File: src/rtl/rega_scheduler.sv
// Irrigation sequencing FSM: arbitrates the water line between sprinkler and drip,
// and inserts the cleaning and fertilizer phases. All outputs are registered.
module rega_scheduler #(
  parameter int TW           = 16,
  parameter int REGA_CYCLES  = 100,
  parameter int LIMP_CYCLES  = 20,
  parameter int ADUBA_CYCLES = 30
) (
  input  logic       clk,
  input  logic       reset_n,
  input  logic       req_asp,
  input  logic       req_got,
  input  logic       req_aduba,
  input  logic       critico,
  input  logic       VE,
  input  logic       clr_erro,
  output logic [1:0] rega,
  output logic [1:0] limpeza,
  output logic [1:0] estado,
  output logic       erro,
  output logic       busy
);

  typedef enum logic [2:0] {
    S_IDLE,
    S_REGA,
    S_LIMPEZA,
    S_ADUBA,
    S_ERRO
  } state_t;

  localparam logic [TW-1:0] REGA_LOAD  = TW'(REGA_CYCLES - 1);
  localparam logic [TW-1:0] LIMP_LOAD  = TW'(LIMP_CYCLES - 1);
  localparam logic [TW-1:0] ADUBA_LOAD = TW'(ADUBA_CYCLES - 1);

  state_t        state_reg, state_next;
  logic [TW-1:0] cnt_reg, cnt_next;
  logic          src_asp_reg, src_asp_next;    // 1 = sprinkler, 0 = drip
  logic          last_asp_reg, last_asp_next;
  logic          ok;
  logic          pick_asp;
  logic [1:0]    rega_next, limpeza_next, estado_next;
  logic          erro_next, busy_next;

  assign ok = critico & ~VE;

  always_comb begin
    state_next    = state_reg;
    cnt_next      = cnt_reg;
    src_asp_next  = src_asp_reg;
    last_asp_next = last_asp_reg;
    pick_asp      = 1'b0;
    case (state_reg)
      S_IDLE: begin
        if ((req_asp | req_got) && ok) begin
          // On a tie, serve whichever requester was not served last.
          pick_asp      = (req_asp && req_got) ? ~last_asp_reg : req_asp;
          state_next    = S_REGA;
          cnt_next      = REGA_LOAD;
          src_asp_next  = pick_asp;
          last_asp_next = pick_asp;
        end else if (req_aduba) begin
          state_next = S_ADUBA;
          cnt_next   = ADUBA_LOAD;
        end
      end
      S_REGA: begin
        if (!ok) begin
          state_next = S_ERRO;
        end else if (cnt_reg == '0) begin
          state_next = S_LIMPEZA;
          cnt_next   = LIMP_LOAD;
        end else begin
          cnt_next = cnt_reg - TW'(1);
        end
      end
      S_LIMPEZA, S_ADUBA: begin
        if (cnt_reg == '0) state_next = S_IDLE;
        else               cnt_next   = cnt_reg - TW'(1);
      end
      S_ERRO: begin
        if (clr_erro && ok) begin
          state_next = S_LIMPEZA;
          cnt_next   = LIMP_LOAD;
        end
      end
      default: state_next = S_IDLE;
    endcase
  end

  // Output decode of the next state, registered alongside it.
  always_comb begin
    rega_next    = 2'b00;
    limpeza_next = 2'b00;
    estado_next  = 2'b00;
    erro_next    = 1'b0;
    busy_next    = (state_next != S_IDLE);
    case (state_next)
      S_REGA: begin
        rega_next   = src_asp_next ? 2'b10 : 2'b01;
        estado_next = 2'b11;
      end
      S_LIMPEZA: begin
        limpeza_next = 2'b10;
        estado_next  = 2'b10;
      end
      S_ADUBA: begin
        limpeza_next = 2'b01;
        estado_next  = 2'b01;
      end
      S_ERRO:  erro_next = 1'b1;
      default: ;
    endcase
  end

  always_ff @(posedge clk or negedge reset_n) begin
    if (!reset_n) begin
      state_reg    <= S_IDLE;
      cnt_reg      <= '0;
      src_asp_reg  <= 1'b0;
      last_asp_reg <= 1'b0;
      rega         <= 2'b00;
      limpeza      <= 2'b00;
      estado       <= 2'b00;
      erro         <= 1'b0;
      busy         <= 1'b0;
    end else begin
      state_reg    <= state_next;
      cnt_reg      <= cnt_next;
      src_asp_reg  <= src_asp_next;
      last_asp_reg <= last_asp_next;
      rega         <= rega_next;
      limpeza      <= limpeza_next;
      estado       <= estado_next;
      erro         <= erro_next;
      busy         <= busy_next;
    end
  end

endmodule

File: config.mk
export PLATFORM = sky130hd
export DESIGN_NAME = rega_scheduler
export DESIGN_NICKNAME = d
export VERILOG_FILES = /design/src/rtl/rega_scheduler.sv
export SDC_FILE = /design/constraint.sdc
export NUM_CORES = 1
export LEC_CHECK = 0
export CAP_MARGIN = 10
export CORE_AREA = 3 3 75 77
export DETAILED_ROUTE_END_ITERATION = 8
export DIE_AREA = 0 0 78 80
export PLACE_DENSITY = 0.5
export SLEW_MARGIN = 5
export SYNTH_ARGS = -nofsm -noshare
export SYNTH_HDL_FRONTEND = slang
export SYNTH_SLANG_ARGS = --single-unit
File: constraint.sdc
create_clock -name clk -period 2.87 [get_ports clk]
set_input_delay 0.7175 -clock clk [delete_from_list [all_inputs] [get_ports clk]]
set_output_delay 0.7175 -clock clk [all_outputs]
set_load 0.01 [all_outputs]
# Yosys cells after proc, flatten, opt, wreduce, memory -nomap -nowiden

Cells that the tools add are included.

Flip-flop bits (word level): 29
Output and inout port bits: 8
Word-level logic and storage cells: 58

Add/sub/neg operators: 1
Equal/unequal tests: 12
Muxes and demuxes: 22
Bitwise operators: 4
Reductions and logical operators: 10

Operators with widths:

| operator              | number |
|---|---|
| $mux 16               | 6 |
| $pmux 16 s4           | 1 |
| $mux 3                | 6 |
| $logic_not 16->1      | 1 |
| $sub 16x1->16 const B | 1 |
| $eq 3x2->1 const B    | 4 |
| $pmux 3 s4            | 1 |
| $eq 3x1->1 const B    | 2 |
| $eq 3x3->1 const B    | 2 |
| $ne 2x2->1 const B    | 3 |
| $pmux 2 s3            | 1 |
| $reduce_and 5->1      | 1 |
| $mux 1                | 4 |
| $mux 2                | 2 |
| $pmux 2 s2            | 1 |
| $reduce_bool 4->1     | 1 |
| $logic_and 1x1->1     | 3 |
| $logic_not 3->1       | 1 |
| $ne 3x3->1 const B    | 1 |
| $reduce_bool 3->1     | 1 |
| $not 1->1             | 2 |
| $reduce_and 2->1      | 1 |
| $reduce_or 2->1       | 1 |
| $and 1x1->1           | 1 |
| $or 1x1->1            | 1 |

# Logic depth before layout (Yosys ltp)

Depth after elaboration: 7
Mapped depth: 9

# Worst setup path before layout

No wires, ideal clock.

Path type: register to register
Start: reg cnt_reg[0]
End: reg cnt_reg[2]
Library setup time: 126 ps
Arrival time: 2085 ps
Path slack: 659 ps
Stages on the path, launching flop included: 9
Period minus slack after synthesis: 2211 ps
Cells stage by stage: dfrtp_1 > inv_1 > ha_1 > nor3b_2 > nand4_1 > mux2_4 > nor3_4 > nor2_1 > a311o_1

Longest elaborated chain between the ends: 4
Elaborated cells on any way between the ends: 8
Those cells by class: add/sub: 1; eq/ne: 1; mux: 4; reduce/logical: 2

RTL lines:

| element                                                  | RTL line | RTL |
|---|---|---|
| start, declared                                          | 37       | `logic [TW-1:0] cnt_reg, cnt_next;` |
| start signal, assigned                                   | 129      | `cnt_reg <= cnt_next;` |
| $sub 16x1->16 / $logic_not 16->1 (equally long branches) | --       |  |
| $mux 16                                                  | 70       | `end else if (cnt_reg == '0) begin` |
| $mux 16                                                  | 68       | `if (!ok) begin` |
| $pmux 16 s4                                              | 53       | `case (state_reg)` |

Parallel ways exist; a longest one is shown, timed or not. The select of a mux whose other input is x is not followed.
A chain may end at the register's enable or synchronous reset.

# Final worst setup path

Start: in critico
End: reg cnt_reg[15]

Longest elaborated chain between the ends: 4
Elaborated cells on any way between the ends: 9
Those cells by class: eq/ne: 3; mux: 2; bitwise: 1; reduce/logical: 3

RTL lines:

| element                                                          | RTL line | RTL |
|---|---|---|
| start, declared                                                  | 14       | `input logic critico,` |
| $and 1x1->1 (*)                                                  | 45       | `assign ok = critico & ~VE;` |
| $logic_and 1x1->1 (on tied branches)                             | 55, 82   |  |
| $ne 3x3->1 (no line), or another cell as far along               | --       |  |
| $reduce_and 5->1 (no line) / $pmux 16 s4 (equally long branches) | --       |  |

Every way passes the cells marked *; elsewhere a longest branch is shown, timed or not.

==> qor.yml <==
antenna_cells: 0
seq_area_frac_synth_pct: 48.1
synth_area_leader_cell: "dfrtp_1"
dr_wl_met2_mm: 1.65
postSynthAreaPerCell_sq_um: 9.60
ir_worst_vdd_uv: 536
hold_depth: 1
grt_pass1_vias: 1298
track_usage_pct: 12.6
wl_met3_microns: 143
core_area_sq_mm: 0.00507
fin_nets: 192
cts.sinks: 29
cp-start-kind: "input pin"
yosysMostFrequentCell: "dfrtp_1"
fin_crit_sh_pct: 87.2
wl_mm: 3.49
tns_ns: 0
vias: 1253
final_cells: 253
power.density_mw_per_mm2: 1140
ctsHtreeMaxLevel: 2
rsz0062_at_grt: "false"
syn_area_sq_mm: 0.00151
clock_latency_ns: 0.28
wl_met1_mm: 1.64
maxCapViolCount: 0
dieHeight_microns: 80
die_width_microns: 78
antenna_found_initial: 0
port-buffer-count: 15
yosys_register_bits: 29
hold_viol_final: 0
worst_ep_arrival_time_ns: 2.66
dp_hpwl_mm: 2.58
fmax_ghz: 0.399
hold_class: "reg2reg"
synthArstFlopShare_pct: 100
wl_per_cell_microns: 13.8
slowest_delay_ns: 0.46
clockBufferDepth: 2
fin_util_pct: 36.8
cts_resized: 0
layout-drive-gt1-share_pct: 11.5
gp_congestion: 0.825
maxSlewViolCount: 0
grt_overflow: 0
cts_made_buffers: 5
netlist.area_leader.share_pct: 48.1
layout_min_cycle_time_ns: 2.50
clk_pin_slew_ns: 0.06
required_ns: 3.03
dieArea_sq_mm: 0.00624
end_kind: "register"
post-cts-setup-buffer-count: 0
tightestPinTransition_ns: 0.571
outcome: "finished clean"
setup_violations: 0
synthCells: 157
largest_register_ff_count: 16
holdBufCountCts: 0
grt_pass1_wl_mm: 6.18
top_layer: "met4"
area_delta_synth_final_pct: 24.0
drc_errors: 0
synthTopCellsByArea: "dfrtp_1 48%, nor2_1 5.5%, o21ai_0 5.3%, a21oi_1 3.0%, nand2b_1 2.5%"
boundaryPins: 16
grt_max_degree: 30
ff2ff_path_depth: 8
num-fill-cells: 531
drt_iter0_drc: 92
worst-path-max-fanout: 9
root_buffer: "clkbuf_8"
yosys_warnings: 0
firstDrtPassIters: 4
critPathKind: "in2reg"
avgViaCountPerCell: 4.95
synth_edf_count: 0
dp_cells: 246
initial_core_util_pct: 29.7
power_leakage_nw: 0.809
relSlewSlack_pct: 61.6
ys_types: 42
worstPathCellList: "clkdlybuf4s50_1 > nor2b_1 > nand3_1 > a21boi_0 > nor3_4 > nand2b_1 > o41ai_1"
clock_skew_ns: 0.00602
cts_tree: "yes"
ys.flop_type: "dfrtp_1"
antenna_left: 0
slowest_stage: "clkdlybuf4s50_1"
row_count: 26
synthTopCellsByCount: "29 x dfrtp_1, 22 x nor2_1, 16 x o21ai_0"
syn_nets: 166
-- layout make-up --
| class | instances | area (sq um) | share of cell area [%] |
|---|---|---|---|
| flip-flops and latches | 29 | 726 | 38.8 |
| clock buffers | 7 | 86.3 | 4.62 |
| multi-input cells | 115 | 722 | 38.6 |
| repair buffers | 24 | 218 | 11.6 |
| well taps | 70 | 87.6 | 4.69 |
| inverters | 8 | 30.0 | 1.61 |
-- path summary, 6_finish.rpt --
check	slack (ns)	startpoint	to
min in group asynchronous	0.83	reset_n	cnt_reg[14]
min reg2reg	0.53	cnt_reg[4]	cnt_reg[4]
min	0.53	cnt_reg[4]	cnt_reg[4]
max reg2reg	0.50	cnt_reg[0]	cnt_reg[13]
max in group asynchronous	1.76	reset_n	limpeza[1]
max	0.37	critico	cnt_reg[15]
-- metrics by stage --
step                setup WS, ns  area, sq um  total power, mW  hold WS (ns)
floorplan                  0.659         1510             1.45         0.422
global placement           0.146         1780             1.78         0.511
detailed placement        0.0790         1780             1.81         0.518
CTS                        0.371         1870             2.16         0.531
global route               0.240         1870             2.34         0.545
finish                     0.367         1870             2.14         0.533
-- kinds of logic after synthesis --
logic type | share of synthesized area [%]
adders and majority gates | 0.830
AOI/OAI and AO/OA | 22.0
muxes | 0.996
buffers and inverters | 3.98
xor gates and xnor gates | 1.16
and+or+nand+nor | 22.9
DFF | 48.1
-- cells in the final DEF, fill, tap and decap left out, drive strengths merged, types with 2 or more instances in the layout --
cell type      netlist  final
nand2                5      5
o21bai               2      2
nor4                 5      5
o31ai                3      3
o21a                 2      2
nand3                3      3
buf                  4      9
o41ai                4      4
a221o                2      2
nor2b                6      6
dfrtp               29     29
clkbuf               1      7
a22o                 2      2
a21o                 3      3
o21ai               17     17
inv                  8      8
nor2                22     22
nand2b               6      6
clkdlybuf4s50        0     15
nor3                 7      7
a21oi                9      9
-- power breakdown --
group          leakage [nW]  switching, mW  internal [mW]
sequential            0.373          0.130          0.560
combinational         0.392          0.593          0.512
clock                0.0443          0.154          0.190
-- critical path: cells and delay by family --
family	cells	cell delay [ns]
AOI/OAI and AO/OA	2	0.80
and+or+nand+nor	4	0.68
buffers and inverters	1	0.46
-- routing by layer --
layer / vias up / global-route usage [%]
li1: 616 / -
met1: 606 / 15.5
met2: 26 / 20.9
met3: 5 / 3.50
met4: 0 / 4.90
met5: - / 0
(Power assumes the default switching activity.)
